--- src/rtl/wb_writeback_regfile.sv ---
// Write-back stage of the RV32I pipeline: load alignment/extension, result select,
// 32-entry integer register file with WB->ID bypass, and retired-instruction counter.
module wb_writeback_regfile #(
   parameter int XLEN  = 32,
   parameter int NREGS = 32,
   parameter int CNT_W = 64
) (
   input  logic             clk,
   input  logic             rstn,
   input  logic             wb_valid,
   input  logic [XLEN-1:0]  wb_mem_data,
   input  logic [XLEN-1:0]  wb_alu_o,
   input  logic [4:0]       wb_rd,
   input  logic             wb_mem2reg,
   input  logic             wb_regs_write,
   input  logic [2:0]       wb_func3_code,
   input  logic [4:0]       id_rs1,
   input  logic [4:0]       id_rs2,
   output logic [XLEN-1:0]  id_rs1_data,
   output logic [XLEN-1:0]  id_rs2_data,
   output logic [XLEN-1:0]  wb_wdata,
   output logic             wb_we,
   output logic [CNT_W-1:0] instret
);

   logic [XLEN-1:0] regs [NREGS];
   logic [XLEN-1:0] load_data;
   logic [1:0]      off;
   logic [7:0]      ld_byte;
   logic [15:0]     ld_half;

   assign off = wb_alu_o[1:0];

   always_comb begin
      ld_byte = 8'h00;
      ld_half = 16'h0000;
      case (off)
         2'd0:    ld_byte = wb_mem_data[7:0];
         2'd1:    ld_byte = wb_mem_data[15:8];
         2'd2:    ld_byte = wb_mem_data[23:16];
         default: ld_byte = wb_mem_data[31:24];
      endcase
      // Halfword selection ignores off[0]; misaligned halves are not split.
      ld_half = off[1] ? wb_mem_data[31:16] : wb_mem_data[15:0];
   end

   always_comb begin
      load_data = wb_mem_data;
      case (wb_func3_code)
         3'b000:  load_data = {{(XLEN-8){ld_byte[7]}}, ld_byte};
         3'b100:  load_data = {{(XLEN-8){1'b0}}, ld_byte};
         3'b001:  load_data = {{(XLEN-16){ld_half[15]}}, ld_half};
         3'b101:  load_data = {{(XLEN-16){1'b0}}, ld_half};
         default: load_data = wb_mem_data;
      endcase
   end

   assign wb_wdata = wb_mem2reg ? load_data : wb_alu_o;
   assign wb_we    = wb_valid & wb_regs_write & (wb_rd != 5'd0);

   // x0 is held at zero because wb_we never fires for rd==0.
   always_ff @(posedge clk or negedge rstn) begin
      if (!rstn) begin
         for (int i = 0; i < NREGS; i++) regs[i] <= '0;
      end else if (wb_we) begin
         regs[wb_rd] <= wb_wdata;
      end
   end

   always_ff @(posedge clk or negedge rstn) begin
      if (!rstn)         instret <= '0;
      else if (wb_valid) instret <= instret + CNT_W'(1);
   end

   // Each read port independently bypasses the in-flight write.
   always_comb begin
      id_rs1_data = regs[id_rs1];
      if (id_rs1 == 5'd0)                 id_rs1_data = '0;
      else if (wb_we && id_rs1 == wb_rd)  id_rs1_data = wb_wdata;
   end

   always_comb begin
      id_rs2_data = regs[id_rs2];
      if (id_rs2 == 5'd0)                 id_rs2_data = '0;
      else if (wb_we && id_rs2 == wb_rd)  id_rs2_data = wb_wdata;
   end

endmodule
--- config.mk ---
export PLATFORM = sky130hd
export DESIGN_NAME = wb_writeback_regfile
export DESIGN_NICKNAME = d
export VERILOG_FILES = /design/src/rtl/wb_writeback_regfile.sv
export SDC_FILE = /design/constraint.sdc
export NUM_CORES = 2
export LEC_CHECK = 0
export BUFFER_PORTS_ARGS = -buffer_cell sky130_fd_sc_hd__buf_2
export CELL_PAD_IN_SITES_DETAIL_PLACEMENT = 0
export CELL_PAD_IN_SITES_GLOBAL_PLACEMENT = 2
export CORE_ASPECT_RATIO = 1.75
export CORE_UTILIZATION = 42
export DETAILED_ROUTE_END_ITERATION = 8
export PLACE_DENSITY_LB_ADDON = 0.1
export SETUP_SLACK_MARGIN = 0.05
export SYNTH_ARGS = -nofsm -noshare
export SYNTH_HDL_FRONTEND = slang
export SYNTH_SLANG_ARGS = --single-unit
--- constraint.sdc ---
create_clock -name clk -period 2.75 [get_ports clk]
set_input_delay 0.275 -clock clk [delete_from_list [all_inputs] [get_ports clk]]
set_output_delay 0.275 -clock clk [all_outputs]
set_load 0.02 [all_outputs]
Word-level counts from Yosys, hierarchy flattened
Cells that the tools add are included.
{"block": "word_totals", "register_bits": 1088, "latchBits": 0, "mem_bits_rw": 0, "rom_bits": 0, "inputBits": 87, "output_inout_bits": 161, "wordCells": 75, "memories": 0}
{"block": "op_classes", "add_sub_neg": 1, "mul": 0, "n_div": 0, "n_lt_le_gt_ge": 4, "n_eq_ne": 7, "shift": 0, "mux": 17, "n_bitwise": 5, "n_reduce_logical": 8}
{"cell": "$bwmux W1024", "n": 1}
{"cell": "$bmux W32 S5", "n": 2}
{"cell": "$mux W32", "n": 10}
{"cell": "$demux W32 S5", "n": 1}
{"cell": "$pmux W32 S4", "n": 1}
{"cell": "$add A64 B1 Y64 const B", "n": 1}
{"cell": "$pmux W8 S3", "n": 1}
{"cell": "$ge A6 B6 Y1 const B", "n": 3}
{"cell": "$not A5 Y6", "n": 3}
{"cell": "$mux W16", "n": 1}
{"cell": "$eq A5 B5 Y1", "n": 2}
{"cell": "$logic_not A5 Y1", "n": 2}
{"cell": "$eq A3 B3 Y1 const B", "n": 2}
{"cell": "$lt A6 B1 Y1 const B", "n": 1}
{"cell": "$reduce_bool A5 Y1", "n": 1}
{"cell": "$eq A3 B1 Y1 const B", "n": 1}
{"cell": "$logic_and A1 B1 Y1", "n": 3}
{"cell": "$logic_not A3 Y1", "n": 1}
{"cell": "$and A1 B1 Y1", "n": 2}
{"cell": "$eq A2 B1 Y1 const B", "n": 1}
{"cell": "$eq A2 B2 Y1 const B", "n": 1}
{"cell": "$logic_not A2 Y1", "n": 1}

Depth between registers and ports, before layout
{"block": "depth", "word_depth": 6, "ltp_mapped": 9}

Worst setup path before layout
Ideal clock, no wire load.
{"block": "synth_path", "path_kind": "input -> output", "start": "input port wb_rd[3]", "end": "output port id_rs1_data[16]", "arrival_time_ps": 2290, "slack_ps": 185, "cell_stages": 8, "path_buffers": 3, "cell_sequence": "buf_2 > nor3_1 > a21oi_1 > and4_1 > clkbuf_1 > buf_2 > nor3_1 > a211oi_1"}
{"block": "synth_via", "elab_chain_cells": 5, "elab_cells_between_ends": 6, "cone_classes": "eq/ne: 1; mux: 2; bitwise: 1; reduce/logical: 2"}
{"item": "from (decl)", "line_no": "13", "source": "input logic [4:0] wb_rd,"}
{"item": "$reduce_bool A5 Y1", "line_no": "59", "source": "assign wb_we = wb_valid & wb_regs_write & (wb_rd != 5'd0);"}
{"item": "$and A1 B1 Y1", "line_no": "59"}
{"item": "net wb_we", "line_no": "22", "source": "output logic wb_we,"}
{"item": "$logic_and A1 B1 Y1", "line_no": "79", "source": "else if (wb_we && id_rs1 == wb_rd) id_rs1_data = wb_wdata;"}
{"item": "$mux W32", "line_no": "79"}
{"item": "$mux W32", "line_no": "78", "source": "if (id_rs1 == 5'd0) id_rs1_data = '0;"}
{"item": "to (decl)", "line_no": "19", "source": "output logic [XLEN-1:0] id_rs1_data,"}
The timed path passes the listed nets, and every way through them passes these cells.

Worst setup path after layout
{"block": "layout_path", "start": "register regs[488] (netlist bit)", "end": "output port id_rs2_data[8]"}
{"block": "layout_via", "elab_chain_cells": 5}
{"item": "from (decl)", "line_no": "26", "source": "logic [XLEN-1:0] regs [NREGS];"}
{"item": "from (signal, indexed assignment)", "line_no": "66", "source": "regs[wb_rd] <= wb_wdata;"}
{"item": "$bmux W32 S5", "line_no": "83", "source": "id_rs2_data = regs[id_rs2];"}
{"item": "$mux W32 (not written as such) (2 in series)", "line_no": "83"}
{"item": "$mux W32", "line_no": "85", "source": "else if (wb_we && id_rs2 == wb_rd) id_rs2_data = wb_wdata;"}
{"item": "$mux W32", "line_no": "84", "source": "if (id_rs2 == 5'd0) id_rs2_data = '0;"}
{"item": "to (decl)", "line_no": "20", "source": "output logic [XLEN-1:0] id_rs2_data,"}
No other way between the ends. The select of a mux whose other input is x is not followed.

==> impl_metrics.json <==
{
  "power_density_nw_per_um2": 629,
  "seq_area_frac_synth_pct": 46.7,
  "cap_viol_max_count": 0,
  "period_minus_slack_ps": 2950,
  "grt_remaining_overflow": 0,
  "route.detailed.drc": 0,
  "timing_worst_setup_path_type": "reg2out",
  "clk_pin_slew_ps": 60,
  "max_stage_delay_ps": 520,
  "timing.critical_path.required_ps": 2480,
  "share_of_final_layout_standard_cells_stronger_than_drive_strength_1_pct": 35.3,
  "postSynth.topFlopCell": "dfrtp_1",
  "die_h_um": 495,
  "maxClockFrequency_ghz": 0.339,
  "drtPass1Iterations": 6,
  "slew_of_the_pin_with_the_lowest_slew_margin_ps": 787,
  "maximum_number_of_pins_on_one_net_before_global_route_repair": 115,
  "end_kind": "primary output",
  "tcrit_tclk_final_pct": 107,
  "final.setup.worst_slack_ps": -200,
  "netlist_instances": 5545,
  "leakagePower_nw": 32.4,
  "syn_avg_cell_area_um2": 10.5,
  "grt_pass1_wl_um": 353000,
  "mappedNetlistNets": 5633,
  "critical-path-top-delay-family": "multiplexers",
  "worst_path_max_delay_cell": "mux4_2",
  "via_per_inst": 5.99,
  "slew_headroom_pct": 47.6,
  "reg2reg_setup_slack_ps": 460,
  "syn-cell-area_um2": 58300,
  "grt_antenna_before_repair": 3,
  "ios": 248,
  "failed_checks": "setup timing",
  "hold_violations": 0,
  "yosys_warnings": 0,
  "io_buffer_count": 247,
  "p_comb_share_pct": 22.1,
  "power.net_switching_mw": 13.9,
  "power.ir.vdd_worst_mv": 0.490,
  "setup.worst_path.start_class": "flop",
  "netlist_top_cells_area": "dfrtp_1 47%, mux4_2 13%, o21ai_0 8.1%",
  "floorplan.initialDensity_pct": 42.3,
  "clock_tree.buffer_depth": 3,
  "setup_tns_ps": -3460,
  "grtUsageTotal_pct": 35.2,
  "tritoncts": "yes",
  "synth_edf_count": 0,
  "drt_iter0_markers": 3762,
  "number_of_global_route_vias_before_repair": 48300,
  "async_flop_share_pct": 100,
  "num-nets-final": 6090,
  "worst-endpoint-arrival_ps": 2680,
  "setup_repair_after_global_routing_missed_its_margin": "true",
  "filler_cell_count": 12400,
  "floorplan.core_area_um2": 138000,
  "fp.dieArea_um2": 140000,
  "route.detailed.wl_per_inst_um": 31.2,
  "netlist.area_leader.share_pct": 46.7,
  "max_transition_viols_final": 0,
  "synth_register_bits": 1088,
  "ctsRootBufferMaster": "clkbuf_16",
  "hold_path_class": "in2async",
  "ys_top_cells_by_count": "1,088 x dfrtp_1, 1,067 x nand2_1, 940 x o21ai_0",
  "critical_path.max_fanout": 3,
  "share_of_total_power_in_sequential_cells_pct": 42.8,
  "netlist-cell-type-count": 62,
  "place.detailed.hpwl_um": 166000,
  "final_antenna_net_count": 0,
  "timing.clock.skew_ps": 26.8,
  "cp_cell_sequence": "mux4_2 -> nand2_2 -> a21oi_2 -> nor4_4 -> buf_4 -> a21oi_4 -> buf_6",
  "critical_path_buf_inv_count": 2,
  "detailroute.via_count": 47400,
  "floorplan.die.width_um": 284,
  "worst_hold_slack_ps": 64.7,
  "yosys.cell_count.top_type": "dfrtp_1",
  "finalWirelength_um": 247000,
  "setup_viol_count_final": 45,
  "cts.htree.levels": 3,
  "place.gp.congestion": 0.901,
  "clock-sinks": 1088,
  "area_growth_syn_to_layout_pct": 25.1,
  "clock_power_share_pct": 35.1,
  "clkLatencyLatePin_ps": 760,
  "sw_frac_of_total_pct": 30.3,
  "outcome": "finished, violations left",
  "synthDominantAreaCellType": "dfrtp_1",
  "cell_internal_pwr_mw": 31.9,
  "numCtsBuffers": 109,
  "num_rows": 180
}
## registers in the layout, indices dropped and copies added (netlist names)
name and count:
instret 64, regs 1024
## per-layer routing
metal  track usage, %  wire (um)  share of wire, %
met5                0          0                 0
met4             21.0      17200               7.0
met3             3.87      11400               4.6
met2             61.5     125000                50
met1             41.8      94000                38
## area by class of cell
cell class / instances / area (um2) / area share, %
diodes: 4 / 10.0 / 0.0137
clock buffers: 160 / 3240 / 4.45
clock inverters: 43 / 547 / 0.750
inverters: 56 / 210 / 0.288
multi-input cells: 3834 / 30400 / 41.7
flip-flops and latches: 1088 / 27200 / 37.4
well taps: 1820 / 2280 / 3.12
repair buffers: 913 / 8940 / 12.3
## power groups by stage
stage	clock network (mW)	registers, mW	logic (mW)
floorplan	0	19.3	5.48
global placement	0	19.8	8.96
detailed placement	0	19.9	9.09
CTS	16.4	19.6	9.84
global route	16.9	19.8	10.8
finish	16.1	19.6	10.1
## path summary, 6_finish.rpt
kind	from	endpoint	cells after the start
worst max-delay path	regs[488]	id_rs2_data[8]	7
worst min-delay path	rstn	instret[54]	2
worst max register to register	instret[17]	instret[45]	5
worst min register to register	regs[1004]	regs[1004]	0
max in group asynchronous	rstn	regs[796]	3
min in group clk	wb_alu_o[20]	regs[724]	4
## stage by stage
stage | utilization (%) | total power, mW | cells | setup slack (ps) | area [um2]
floorplan | - | 24.8 | 5545 | 185 | 58300
global placement | 48.0 | 28.7 | 7644 | -743 | 66100
detailed placement | 48.0 | 29.0 | 7644 | -666 | 66100
CTS | 52.3 | 45.8 | 7878 | -311 | 71900
global route | 53.0 | 47.6 | 7918 | -272 | 72900
finish | 53.0 | 45.9 | 7918 | -200 | 72900
## cell families after synthesis
| logic type | Yosys count | synth area share [%] |
|---|---|---|
| flops | 1088 | 46.7 |
| simple gates | 1552 | 11.2 |
| xor+xnor | 73 | 1.10 |
| mux | 841 | 22.5 |
| fa+ha+maj | 1 | 0.0215 |
| buf+inv | 623 | 5.05 |
| compound gates | 1367 | 13.4 |
## worst reg2reg max path: stages (launching register included)
cell	delay, ps
dfrtp_1	460
nand4_2	250
nor4_4	620
nand4_1	360
nor4_1	320
xor2_1	200
## cells in the final DEF (no fill, tap or decap), types with 18 or more instances in the layout
cell type,count
a211oi_4,19
a21oi_1,20
a221oi_4,20
buf_12,181
buf_2,180
buf_4,485
buf_6,61
clkbuf_1,20
clkbuf_16,110
clkbuf_8,30
clkinv_2,22
dfrtp_1,1085
inv_1,55
mux2_2,356
mux2i_1,92
mux2i_2,25
mux2i_4,29
mux4_2,335
nand2_1,1043
nand2_4,18
nand4_1,25
nor2_1,121
nor2b_1,25
nor3_1,119
nor3_2,35
o21ai_0,939
o21ai_1,37
o21ai_2,20
o22ai_1,179
o22ai_2,29
xnor2_1,29
xor2_1,44
## repair_timing
action | in CTS | in global routing
setup endpoints to repair | 66 | 64
hold buffers | 2 | 0
cloned | 0 | 0
buffers inserted | 42 | 42
endpoints found under the hold margin | 334 | 0
resized for setup | 361 | 127
pin swaps | 115 | 67
Power figures use the tool's default switching activity.
